File: config.mk
export PLATFORM = sky130hd
export DESIGN_NAME = control_sequencer_flat
export DESIGN_NICKNAME = d
export VERILOG_FILES = /design/src/rtl/cpu_pkg.sv /design/src/rtl/control_sequencer_if.sv /design/src/rtl/reg_select_decode.sv /design/src/rtl/control_sequencer.sv /design/src/flat_wrapper.sv
export SDC_FILE = /design/constraint.sdc
export NUM_CORES = 1
export LEC_CHECK = 0
export CORE_MARGIN = 2
export CORE_UTILIZATION = 32
export DETAILED_ROUTE_END_ITERATION = 8
export PLACE_DENSITY = 0.8
export SLEW_MARGIN = 20
export SYNTH_ARGS = -nofsm -noshare
export SYNTH_HDL_FRONTEND = slang
export SYNTH_SLANG_ARGS = --single-unit
export TNS_END_PERCENT = 30
File: constraint.sdc
create_clock -name clock -period 3.45 [get_ports clock]
set_input_delay 0.8625 -clock clock [delete_from_list [all_inputs] [get_ports clock]]
set_output_delay 0.8625 -clock clock [all_outputs]
set_load 0.01 [all_outputs]
File: src/rtl/cpu_pkg.sv
// Shared definitions for the hardwired control sequencer: opcode values,
// IR field positions, sequencer states and the per-cycle strobe bundle.
package cpu_pkg;

  localparam int OP_W      = 5;
  localparam int FIELD_W   = 4;
  localparam int IR_OP_LSB = 27;
  localparam int IR_RA_LSB = 23;
  localparam int IR_RB_LSB = 19;
  localparam int IR_RC_LSB = 15;

  typedef logic [OP_W-1:0] opcode_t;

  localparam opcode_t OP_ADD  = 5'b00011;
  localparam opcode_t OP_SUB  = 5'b00100;
  localparam opcode_t OP_AND  = 5'b00101;
  localparam opcode_t OP_OR   = 5'b00110;
  localparam opcode_t OP_SHR  = 5'b00111;
  localparam opcode_t OP_SHRA = 5'b01000;
  localparam opcode_t OP_SHL  = 5'b01001;
  localparam opcode_t OP_ROR  = 5'b01010;
  localparam opcode_t OP_ROL  = 5'b01011;
  localparam opcode_t OP_ADDI = 5'b01100;
  localparam opcode_t OP_ANDI = 5'b01101;
  localparam opcode_t OP_ORI  = 5'b01110;
  localparam opcode_t OP_MUL  = 5'b01111;
  localparam opcode_t OP_DIV  = 5'b10000;
  localparam opcode_t OP_NEG  = 5'b10001;
  localparam opcode_t OP_NOT  = 5'b10010;
  localparam opcode_t OP_NOP  = 5'b11001;
  localparam opcode_t OP_HALT = 5'b11010;

  typedef enum logic [3:0] {
    S_FETCH0, S_FETCH1, S_FETCH2, S_EX3, S_EX4, S_EX5, S_EX6, S_PAUSE, S_HALT
  } state_t;

  typedef enum logic [2:0] {
    CLS_RTYPE, CLS_IMM, CLS_MULDIV, CLS_UNARY, CLS_NOP, CLS_HALT, CLS_ILLEGAL
  } op_class_t;

  typedef struct packed {
    logic pc_out;
    logic mar_in;
    logic inc_pc;
    logic pc_in;
    logic read;
    logic mdr_in;
    logic mdr_out;
    logic ir_in;
    logic y_in;
    logic zlow_in;
    logic zhigh_in;
    logic zlo_out;
    logic zhi_out;
    logic hi_in;
    logic lo_in;
    logic c_out;
  } strobes_t;

  function automatic op_class_t classify(input opcode_t op);
    case (op)
      OP_ADD, OP_SUB, OP_AND, OP_OR, OP_SHR,
      OP_SHRA, OP_SHL, OP_ROR, OP_ROL:    return CLS_RTYPE;
      OP_ADDI, OP_ANDI, OP_ORI:           return CLS_IMM;
      OP_MUL, OP_DIV:                     return CLS_MULDIV;
      OP_NEG, OP_NOT:                     return CLS_UNARY;
      OP_NOP:                             return CLS_NOP;
      OP_HALT:                            return CLS_HALT;
      default:                            return CLS_ILLEGAL;
    endcase
  endfunction

endpackage

File: src/rtl/control_sequencer_if.sv
// Sequencer <-> datapath bundle: IR and memory handshake in, control strobes out.
interface control_sequencer_if #(
  parameter int OPW  = 5,
  parameter int NREG = 16
);
  logic [31:0]     ir;
  logic            mem_rdy;
  logic            stop;
  logic            run;
  logic            PCout, MARin, IncPC, PCin, read, MDRin, MDRout, IRin, Yin;
  logic            Zlowin, Zhighin, ZLOout, ZHIout, HIin, LOin, Cout;
  logic [OPW-1:0]  operation;
  logic [NREG-1:0] reg_in;
  logic [NREG-1:0] reg_out;
  logic            illegal;

  modport master (
    input  ir, mem_rdy, stop,
    output run, PCout, MARin, IncPC, PCin, read, MDRin, MDRout, IRin, Yin,
           Zlowin, Zhighin, ZLOout, ZHIout, HIin, LOin, Cout,
           operation, reg_in, reg_out, illegal
  );

  modport slave (
    output ir, mem_rdy, stop,
    input  run, PCout, MARin, IncPC, PCin, read, MDRin, MDRout, IRin, Yin,
           Zlowin, Zhighin, ZLOout, ZHIout, HIin, LOin, Cout,
           operation, reg_in, reg_out, illegal
  );
endinterface

File: src/rtl/reg_select_decode.sv
// Register-field decoder: 4-bit register number plus enable to a one-hot
// load/drive vector; all zeros when disabled.
module reg_select_decode
  import cpu_pkg::*;
#(
  parameter int NREG = 16
) (
  input  logic [FIELD_W-1:0] sel,
  input  logic               en,
  output logic [NREG-1:0]    onehot
);

  always_comb begin
    onehot = '0;
    if (en) onehot[sel] = 1'b1;
  end

endmodule

File: src/rtl/control_sequencer.sv
// Hardwired fetch/decode/execute sequencer driving the datapath strobes for T0..T6.
// Define ILLEGAL_TRAP_EN to halt on an illegal opcode instead of treating it as nop.
module control_sequencer
  import cpu_pkg::*;
#(
  parameter int OPW  = 5,
  parameter int NREG = 16
) (
  input  logic               clock,
  input  logic               clear,
  control_sequencer_if.master bus
);

  state_t             state, next_state, fetch_entry;
  strobes_t           stb, stb_g;
  op_class_t          cls;
  opcode_t            opcode;
  logic [FIELD_W-1:0] ra, rb, rc, rout_sel;
  logic               rin_en, rout_en, drive_op;
  logic [OPW-1:0]     op_q, op_d;
  logic               run_q, illegal_q;
  logic               unused_ir_low;

  assign opcode        = bus.ir[IR_OP_LSB +: OP_W];
  assign ra            = bus.ir[IR_RA_LSB +: FIELD_W];
  assign rb            = bus.ir[IR_RB_LSB +: FIELD_W];
  assign rc            = bus.ir[IR_RC_LSB +: FIELD_W];
  assign unused_ir_low = ^bus.ir[IR_RC_LSB-1:0];
  assign cls           = classify(opcode);

  // Every path back to fetch passes through here so stop is honoured only at FETCH0 entry.
  assign fetch_entry = bus.stop ? S_PAUSE : S_FETCH0;

  // NOTE: sequential state uses non-blocking assignments so every flop samples pre-edge values.
  always_ff @(posedge clock or negedge clear) begin
    if (!clear) state <= S_FETCH0;
    else        state <= next_state;
  end

  // NOTE: default assignment first keeps this block purely combinational (no latch).
  always_comb begin
    next_state = state;
    case (state)
      S_FETCH0: next_state = S_FETCH1;
      S_FETCH1: if (bus.mem_rdy) next_state = S_FETCH2;
      S_FETCH2: next_state = S_EX3;
      S_EX3: begin
        case (cls)
          CLS_NOP:     next_state = fetch_entry;
          CLS_HALT:    next_state = S_HALT;
`ifdef ILLEGAL_TRAP_EN
          CLS_ILLEGAL: next_state = S_HALT;
`else
          CLS_ILLEGAL: next_state = fetch_entry;
`endif
          default:     next_state = S_EX4;
        endcase
      end
      S_EX4:   next_state = (cls == CLS_UNARY)  ? fetch_entry : S_EX5;
      S_EX5:   next_state = (cls == CLS_MULDIV) ? S_EX6 : fetch_entry;
      S_EX6:   next_state = fetch_entry;
      S_PAUSE: if (!bus.stop) next_state = S_FETCH0;
      S_HALT:  next_state = S_HALT;
      default: next_state = S_FETCH0;
    endcase
  end

  always_comb begin
    stb      = '0;
    rin_en   = 1'b0;
    rout_en  = 1'b0;
    rout_sel = rb;
    drive_op = 1'b0;
    case (state)
      S_FETCH0: begin
        stb.pc_out  = 1'b1;
        stb.mar_in  = 1'b1;
        stb.inc_pc  = 1'b1;
        stb.zlow_in = 1'b1;
      end
      S_FETCH1: begin
        stb.zlo_out = 1'b1;
        stb.read    = 1'b1;
        stb.mdr_in  = 1'b1;
        stb.pc_in   = bus.mem_rdy;
      end
      S_FETCH2: begin
        stb.mdr_out = 1'b1;
        stb.ir_in   = 1'b1;
      end
      S_EX3: begin
        case (cls)
          CLS_RTYPE, CLS_IMM: begin
            rout_en   = 1'b1;
            stb.y_in  = 1'b1;
          end
          CLS_MULDIV: begin
            rout_en   = 1'b1;
            rout_sel  = ra;
            stb.y_in  = 1'b1;
          end
          CLS_UNARY: begin
            rout_en     = 1'b1;
            drive_op    = 1'b1;
            stb.zlow_in = 1'b1;
          end
          default: ;
        endcase
      end
      S_EX4: begin
        case (cls)
          CLS_RTYPE: begin
            rout_en     = 1'b1;
            rout_sel    = rc;
            drive_op    = 1'b1;
            stb.zlow_in = 1'b1;
          end
          CLS_IMM: begin
            stb.c_out   = 1'b1;
            drive_op    = 1'b1;
            stb.zlow_in = 1'b1;
          end
          CLS_MULDIV: begin
            rout_en      = 1'b1;
            drive_op     = 1'b1;
            stb.zlow_in  = 1'b1;
            stb.zhigh_in = 1'b1;
          end
          CLS_UNARY: begin
            stb.zlo_out = 1'b1;
            rin_en      = 1'b1;
          end
          default: ;
        endcase
      end
      S_EX5: begin
        stb.zlo_out = 1'b1;
        if (cls == CLS_MULDIV) stb.lo_in = 1'b1;
        else                   rin_en    = 1'b1;
      end
      S_EX6: begin
        stb.zhi_out = 1'b1;
        stb.hi_in   = 1'b1;
      end
      default: ;
    endcase
  end

  // NOTE: reset forces state to FETCH0, whose decode is not quiet, so clear masks strobes directly.
  assign stb_g = clear ? stb : '0;
  assign op_d  = drive_op ? OPW'(opcode) : op_q;

  always_ff @(posedge clock or negedge clear) begin
    if (!clear) begin
      run_q     <= 1'b0;
      illegal_q <= 1'b0;
      op_q      <= '0;
    end else begin
      run_q <= (next_state != S_PAUSE) && (next_state != S_HALT);
      op_q  <= op_d;
      if (state == S_EX3 && cls == CLS_ILLEGAL) illegal_q <= 1'b1;
    end
  end

  reg_select_decode #(.NREG(NREG)) u_reg_in_dec (
    .sel    (ra),
    .en     (rin_en & clear),
    .onehot (bus.reg_in)
  );

  reg_select_decode #(.NREG(NREG)) u_reg_out_dec (
    .sel    (rout_sel),
    .en     (rout_en & clear),
    .onehot (bus.reg_out)
  );

  assign bus.run       = run_q;
  assign bus.illegal   = illegal_q;
  assign bus.operation = op_d;
  assign bus.PCout     = stb_g.pc_out;
  assign bus.MARin     = stb_g.mar_in;
  assign bus.IncPC     = stb_g.inc_pc;
  assign bus.PCin      = stb_g.pc_in;
  assign bus.read      = stb_g.read;
  assign bus.MDRin     = stb_g.mdr_in;
  assign bus.MDRout    = stb_g.mdr_out;
  assign bus.IRin      = stb_g.ir_in;
  assign bus.Yin       = stb_g.y_in;
  assign bus.Zlowin    = stb_g.zlow_in;
  assign bus.Zhighin   = stb_g.zhigh_in;
  assign bus.ZLOout    = stb_g.zlo_out;
  assign bus.ZHIout    = stb_g.zhi_out;
  assign bus.HIin      = stb_g.hi_in;
  assign bus.LOin      = stb_g.lo_in;
  assign bus.Cout      = stb_g.c_out;

endmodule
File: src/flat_wrapper.sv
// flat-port wrapper written by rule: the top's interface ports become plain ports
module control_sequencer_flat import cpu_pkg::*;
#(
  parameter int OPW  = 5,
  parameter int NREG = 16
)
  (clock, clear, bus_ir, bus_mem_rdy, bus_stop, bus_run, bus_PCout, bus_MARin, bus_IncPC, bus_PCin, bus_read, bus_MDRin, bus_MDRout, bus_IRin, bus_Yin, bus_Zlowin, bus_Zhighin, bus_ZLOout, bus_ZHIout, bus_HIin, bus_LOin, bus_Cout, bus_operation, bus_reg_in, bus_reg_out, bus_illegal);
  control_sequencer_if #(.OPW(OPW), .NREG(NREG)) bus_i ();
  input  logic clock;
  input  logic clear;
  input wire logic [$bits(bus_i.ir)-1:0] bus_ir;
  input wire logic [$bits(bus_i.mem_rdy)-1:0] bus_mem_rdy;
  input wire logic [$bits(bus_i.stop)-1:0] bus_stop;
  output wire logic [$bits(bus_i.run)-1:0] bus_run;
  output wire logic [$bits(bus_i.PCout)-1:0] bus_PCout;
  output wire logic [$bits(bus_i.MARin)-1:0] bus_MARin;
  output wire logic [$bits(bus_i.IncPC)-1:0] bus_IncPC;
  output wire logic [$bits(bus_i.PCin)-1:0] bus_PCin;
  output wire logic [$bits(bus_i.read)-1:0] bus_read;
  output wire logic [$bits(bus_i.MDRin)-1:0] bus_MDRin;
  output wire logic [$bits(bus_i.MDRout)-1:0] bus_MDRout;
  output wire logic [$bits(bus_i.IRin)-1:0] bus_IRin;
  output wire logic [$bits(bus_i.Yin)-1:0] bus_Yin;
  output wire logic [$bits(bus_i.Zlowin)-1:0] bus_Zlowin;
  output wire logic [$bits(bus_i.Zhighin)-1:0] bus_Zhighin;
  output wire logic [$bits(bus_i.ZLOout)-1:0] bus_ZLOout;
  output wire logic [$bits(bus_i.ZHIout)-1:0] bus_ZHIout;
  output wire logic [$bits(bus_i.HIin)-1:0] bus_HIin;
  output wire logic [$bits(bus_i.LOin)-1:0] bus_LOin;
  output wire logic [$bits(bus_i.Cout)-1:0] bus_Cout;
  output wire logic [$bits(bus_i.operation)-1:0] bus_operation;
  output wire logic [$bits(bus_i.reg_in)-1:0] bus_reg_in;
  output wire logic [$bits(bus_i.reg_out)-1:0] bus_reg_out;
  output wire logic [$bits(bus_i.illegal)-1:0] bus_illegal;
  assign bus_i.ir = bus_ir;
  assign bus_i.mem_rdy = bus_mem_rdy;
  assign bus_i.stop = bus_stop;
  assign bus_run = bus_i.run;
  assign bus_PCout = bus_i.PCout;
  assign bus_MARin = bus_i.MARin;
  assign bus_IncPC = bus_i.IncPC;
  assign bus_PCin = bus_i.PCin;
  assign bus_read = bus_i.read;
  assign bus_MDRin = bus_i.MDRin;
  assign bus_MDRout = bus_i.MDRout;
  assign bus_IRin = bus_i.IRin;
  assign bus_Yin = bus_i.Yin;
  assign bus_Zlowin = bus_i.Zlowin;
  assign bus_Zhighin = bus_i.Zhighin;
  assign bus_ZLOout = bus_i.ZLOout;
  assign bus_ZHIout = bus_i.ZHIout;
  assign bus_HIin = bus_i.HIin;
  assign bus_LOin = bus_i.LOin;
  assign bus_Cout = bus_i.Cout;
  assign bus_operation = bus_i.operation;
  assign bus_reg_in = bus_i.reg_in;
  assign bus_reg_out = bus_i.reg_out;
  assign bus_illegal = bus_i.illegal;
  control_sequencer #(.OPW(OPW), .NREG(NREG)) u_core (.clock(clock), .clear(clear), .bus(bus_i));
endmodule
Word level (Yosys, flattened, before mapping)
Memory sizes are Yosys's and may differ from the RTL's.
Cells that the tools add are included.
{"block": "totals", "register_bits": 11, "elab_cells": 76, "inputBits": 36, "memories": 1, "out_inout_bits": 55, "romBits": 96}
{"block": "op_classes", "n_bitwise": 2, "muxes": 38, "magnitude_cmp": 4, "eq_ne": 16, "n_reduce_logical": 11}
{"memory": "(name not given)", "depth": 32, "word_bits": 3, "read_ports": 1, "rd_ports_with_merged_regs": 0, "write_ports": 0, "line_no": "cpu_pkg.sv:61", "text": "case (op)"}
{"cell": "2-to-1 mux 16 bit", "n": 3}
{"cell": "case mux 4 bit (9 select lines)", "n": 1}
{"cell": "2-to-1 mux 4 bit", "n": 6}
{"cell": "equality test 4 x 3 -> 1 bit, second input constant", "n": 4}
{"cell": "case mux 4 bit (2 select lines)", "n": 2}
{"cell": "2-to-1 mux 1 bit", "n": 13}
{"cell": "< comparator 4 x 5 -> 1 bit, second input constant", "n": 2}
{"cell": "equality test 3 bit, second input constant", "n": 3}
{"cell": "2-to-1 mux 3 bit", "n": 3}
{"cell": "demux 1 bit (select 4 bit)", "n": 2}
{"cell": "equality test 4 x 2 -> 1 bit, second input constant", "n": 2}
{"cell": ">= comparator 4 x 1 -> 1 bit, second input constant", "n": 2}
{"cell": "case mux 1 bit (2 select lines)", "n": 4}
{"cell": "equality test 3 x 2 -> 1 bit, second input constant", "n": 2}
{"cell": "OR reduction 2 bit", "n": 3}
{"cell": "2-to-1 mux 5 bit", "n": 1}
{"cell": "equality test 4 x 1 -> 1 bit, second input constant", "n": 1}
{"cell": "equality test 4 bit, second input constant", "n": 1}
{"cell": "logical AND 1 bit", "n": 4}
{"cell": "logical NOT 4 bit", "n": 1}
{"cell": "2-to-1 mux 2 bit", "n": 2}
{"cell": "!= test 4 x 3 -> 1 bit, second input constant", "n": 1}
{"cell": "!= test 4 bit, second input constant", "n": 1}
{"cell": "OR reduction 4 bit", "n": 1}
{"cell": "other kinds (5)", "n": 6}

Logic depth before layout (Yosys ltp)
An unclocked memory read counts as a cell.
{"block": "depth", "word_depth": 9, "mapped_depth": 8, "mapped_depth_nobuf": 8}

By module
Synthesis repeated with hierarchy kept, for this count alone.
{"block": "hier_totals", "cells_unflattened": 196, "hier_area_um2": 1478.9}
{"mod": "control_sequencer", "seq_area_each_um2": 275.3, "instances": 1, "cells_per_inst": 150, "area_per_inst_um2": 1243.7}
{"mod": "reg_select_decode", "seq_area_each_um2": 0.0, "instances": 2, "cells_per_inst": 23, "area_per_inst_um2": 117.6}

Least setup slack after synthesis
Ideal clock, no wire load.
{"block": "synth_path", "kind": "input port to output port", "from": "in bus_ir[27]", "to": "out bus_reg_out[7]", "t_required_ns": 2.588, "cell_stages": 8, "setup_slack_ns": -0.107, "arrival_ns": 2.694, "n_path_buf": 0, "path_cell_list": "inv_1 ha_1 nor4b_1 a21o_2 o211ai_2 a222oi_1 nand2b_1 nor4_1"}
{"block": "synth_via", "elab_chain_len": 9, "word_cells_on_any_way": 20, "classes_between": "2 x order compare; 3 x eq/ne; 9 x mux; 1 x bitwise; 4 x reduce/logical; 1 x memory"}
{"item": "start: declaration", "line_no": "flat_wrapper.sv:11", "text": "input wire logic [$bits(bus_i.ir)-1:0] bus_ir;"}
{"item": "memory (32 x 3 bit) *"}
{"item": "equality test 3 x 2 -> 1 bit or logical NOT 3 bit (tied branches)", "line_no": "control_sequencer.sv:92, control_sequencer.sv:111"}
{"item": "2-to-1 mux 4 bit (on tied branches)", "line_no": "control_sequencer.sv:92, control_sequencer.sv:111"}
{"item": "case mux 4 bit (2 select lines)", "line_no": "control_sequencer.sv:74", "text": "case (state)"}
{"item": "< comparator 4 x 5 -> 1 bit (implied by the code) or >= comparator 4 x 1 -> 1 bit (tied branches)", "line_no": "reg_select_decode.sv:15", "text": "if (en) onehot[sel] = 1'b1;"}
{"item": "logical AND 1 bit (implied by the code)", "line_no": "reg_select_decode.sv:15"}
{"item": "2-to-1 mux 1 bit (implied by the code)", "line_no": "reg_select_decode.sv:15"}
{"item": "demux 1 bit (select 4 bit)", "line_no": "reg_select_decode.sv:15"}
{"item": "2-to-1 mux 16 bit *", "line_no": "reg_select_decode.sv:15"}
{"item": "end: declaration", "line_no": "flat_wrapper.sv:33", "text": "output wire logic [$bits(bus_i.reg_out)-1:0] bus_reg_out;"}
Mark *: on every way between the ends. The rest lies on a longest branch, timed or not.

Final worst setup path
{"block": "layout_path", "from": "in bus_ir[27]", "to": "out bus_reg_out[4]"}
Same word-level chain as after synthesis.

==> results.py <==
metrics = {
    "cells_and_area": {
        "commonest_cells_after_routing_fill_and_taps_aside": "56 x sky130_fd_sc_hd__buf_4, 31 x sky130_fd_sc_hd__buf_2, 25 x sky130_fd_sc_hd__nor2_1, 25 x sky130_fd_sc_hd__clkdlybuf4s50_1",
        "layout-drive-gt1-share_pct": 53.7,
        "antenna_cells_inserted": 0,
        "syn2layout_area_growth_pct": 103,
        "mostFrequentLayoutCell": "sky130_fd_sc_hd__buf_4",
        "layout.nets": 348,
    },
    "place": {
        "dp_worst_setup_slack_ns": -1.11,
        "hpwlAfterDp_um": 3490,
        "io_buffers": 75,
        "final_weighted_congestion_in_routability_driven_placement": 0.874,
    },
    "detailed_routing": {
        "drc": 0,
        "dr.pass1.iters": 4,
        "wirelength_um": 5380,
        "vias": 1901,
        "ratio_of_routed_vias_to_standard_cells": 5.30,
        "route.detailed.wl_per_inst_um": 15.0,
        "number_of_nets_with_antenna_violations_after_routing": 0,
        "first_iter_violations": 148,
    },
    "die": {
        "design.core.area_mm2": 0.00400,
        "initial_core_util_pct": 33.4,
        "core.rowCount": 23,
        "die-height_um": 68.6,
        "die-area_mm2": 0.00471,
        "die_width_um": 68.6,
        "boundary_pin_count": 91,
    },
    "yosys": {
        "fraction_of_the_yosys_area_taken_by_sequential_cells_pct": 20.6,
        "post_synth_mux_area_share_pct": 4.12,
        "netlist_instances": 182,
        "synth_simple_gate_area_share_pct": 42.9,
        "area_share_of_fa_ha_maj_cells_after_synthesis_pct": 1.87,
        "count_of_flip_flops_with_a_built_in_enable_after_synthesis": 0,
        "async_reset_ff_share_pct": 100,
        "post_synthesis_xor_xnor_area_fraction_pct": 0.655,
        "synthesis.area_mm2": 0.00134,
        "post_synthesis_mean_instance_area_um2": 7.34,
        "largest_family_of_logic_cells_by_synthesized_area": "simple AND/OR/NAND/NOR gates",
        "synthDistinctLibCells": 57,
        "synth-compound-area-share_pct": 21.9,
        "top_flip_flop_cell_by_instance_count_after_synthesis": "sky130_fd_sc_hd__dfrtp_1",
        "synth-seq-cells": 11,
        "synth.yosys.warnings": 0,
        "postSynthNetCount": 220,
    },
    "clocking": {
        "tritoncts_clock_tree": "built",
        "tritoncts_num_sinks": 11,
        "cts_htree_levels": 1,
        "cts_inserted_buffers": 3,
        "post_cts_hold_buffer_count": 0,
        "worst_setup_hold_path_clk_slew_ns": 0.05,
        "clock_tree.root_cell": "sky130_fd_sc_hd__clkbuf_8",
        "clkLatencyLatePin_ns": 0.24,
        "cts-root-to-sink-buffers": 2,
    },
    "timing": {
        "report.final.setup_viol": 26,
        "final.setup_skew_ns": 0.00652,
        "setup_slack_ns": -0.294,
        "slew_at_the_pin_closest_to_its_max_slew_limit_ns": 0.528,
        "maxClockFrequency_mhz": 267,
        "maxSlewViolCount": 0,
        "layout_min_cycle_time_ns": 3.74,
        "slew_headroom_pct": 64.3,
        "final_hold_violation_count": 0,
        "rsz0062_at_grt": "true",
        "fin_setup_tns_ns": -3.61,
        "post-route-period-util_pct": 109,
        "finalHoldWorstSlack_ns": 0.465,
    },
    "critical_path": {
        "cp_max_fo": 4,
        "endpoint_kind_of_the_worst_setup_timing_path": "output port",
        "timing.setup.critical_path_class": "in2out",
        "cp_data_arrival_time_ns": 2.88,
        "reg2regPathDepth": 6,
        "critical_path.startpoint_type": "primary input",
        "setup.reg_to_reg.worst_slack_ns": 1.38,
        "regToRegEndpoint": "u_core.op_q[2]",
        "timing.rr.start": "u_core.state[0]",
        "worst-endpoint-required_ns": 2.59,
    },
    "min_path": {
        "hold_depth": 1,
        "hp-start": "u_core.bus.illegal",
        "timing.hold.worst_endpoint": "u_core.bus.illegal",
        "min-delay-path-class": "reg2reg",
    },
    "global_route": {
        "grt_overflow_total": 0,
        "grt_antenna_before_repair": 0,
        "grt_first_pass_wirelength_um": 7510,
        "grt_use_total_pct": 20.6,
        "via_count_of_the_first_global_routing_pass": 1751,
        "largest_net_degree_at_the_start_of_global_routing": 15,
    },
    "outcome": {
        "outcome": "complete, but fails checks",
        "failed_checks": "setup timing",
    },
    "power_and_ir_drop": {
        "worst_ir_drop_vdd_mv": 0.370,
        "power-per-cell-area_mw_per_mm2": 466,
        "power.leakage_nw": 1.32,
        "fin_total_pwr_mw": 1.26,
    },
    "flow_run": {
        "timing.max_cap.violations": 0,
    },
}
critical path: stages:
cell	delay, ns
sky130_fd_sc_hd__buf_8	0.08
sky130_fd_sc_hd__inv_4	0.04
sky130_fd_sc_hd__ha_4	0.27
sky130_fd_sc_hd__nor4b_4	0.25
sky130_fd_sc_hd__a21o_2	0.24
sky130_fd_sc_hd__o211ai_4	0.10
sky130_fd_sc_hd__buf_4	0.17
sky130_fd_sc_hd__o21ai_0	0.06
sky130_fd_sc_hd__or4b_4	0.51
sky130_fd_sc_hd__nor2_1	0.15
sky130_fd_sc_hd__buf_2	0.16
worst max-delay path by stage:
| stage | from | to | slack, ns | depth (start not counted) |
|---|---|---|---|---|
| after CTS | bus_ir[27] | bus_reg_out[7] | -0.17 | 11 |
| after floorplan | bus_ir[27] | bus_reg_out[2] | -0.05 | 8 |
| after detailed placement | bus_ir[27] | bus_reg_out[6] | -1.11 | 10 |
| after global placement | bus_ir[27] | bus_reg_out[6] | -1.08 | 10 |
| final | bus_ir[27] | bus_reg_out[4] | -0.29 | 11 |
| after global routing | bus_ir[27] | bus_reg_out[8] | -0.39 | 11 |
layer usage:
| metal | global-route usage, % | part of all wire [%] | vias to the layer above | routed length (um) |
|---|---|---|---|---|
| met5 | 0 | 0 | - | 0 |
| met4 | 7.00 | 2.2 | 0 | 118 |
| met3 | 2.76 | 5.8 | 15 | 310 |
| met2 | 35.7 | 53 | 79 | 2870 |
| met1 | 26.0 | 39 | 889 | 2080 |
| li1 | - | - | 918 | - |
synth_stat cells (all sizes together) (2+ instances only):
master / instances / share of area [%]
inv: 2 / 0.56
nor4: 2 / 0.94
o211ai: 2 / 1.5
nor2b: 3 / 1.4
a21o: 3 / 1.8
nand2: 11 / 3.1
nand2b: 7 / 3.3
or2: 2 / 0.94
and3: 5 / 2.4
mux2: 4 / 3.4
buf: 10 / 5.4
o21ai: 11 / 4.4
a32o: 2 / 1.6
a31oi: 2 / 0.94
nand3: 9 / 3.7
a222oi: 2 / 1.5
dfrtp: 11 / 21
nor3: 12 / 5.7
ha: 2 / 1.9
a22oi: 2 / 1.1
or4b: 3 / 2.8
a21oi: 10 / 4.0
nor4b: 4 / 2.6
clkbuf: 7 / 2.0
nor2: 35 / 9.8
state kept, by name (all words and copies together) (netlist names):
name	cells
u_core.bus.run	1
u_core.op_q	5
u_core.state	4
u_core.bus.illegal	1
area by class of cell:
cell class | count | area [um^2]
sequential | 11 | 275
inverter | 2 | 10.0
tap | 50 | 62.6
multi-input combinational | 152 | 1190
clock buffer | 4 | 45.0
fill | 318 | 1290
timing repair buffer | 140 | 1120
stage by stage:
| stage | utilization, % | cell area [um^2] | cells |
|---|---|---|---|
| after floorplan | - | 1360 | 182 |
| after global placement | 58.9 | 2360 | 328 |
| after detailed placement | 58.9 | 2360 | 328 |
| after CTS | 65.2 | 2610 | 356 |
| after global routing | 67.7 | 2710 | 359 |
| final | 67.7 | 2710 | 359 |
report_power, final:
| group | leakage, nW | switching [mW] | internal (mW) |
|---|---|---|---|
| registers | 0.131 | 0.0207 | 0.186 |
| clock network | 0.0228 | 0.0478 | 0.0811 |
| logic | 1.16 | 0.463 | 0.462 |
| total | 1.32 | 0.532 | 0.729 |
cell families after synthesis:
group | Yosys count
xor gates and xnor gates | 1
DFF | 11
adders and majority gates | 2
and+or+nand+nor | 102
buffers and inverters | 19
muxes | 5
AOI/OAI and AO/OA | 42
what timing repair did:
item	CTS	global route
pin swaps	30	18
gates cloned	0	0
buffers inserted	24	3
gates resized for setup	199	33
endpoints found under the setup margin	46	47
Power figures use the tool's default switching activity.
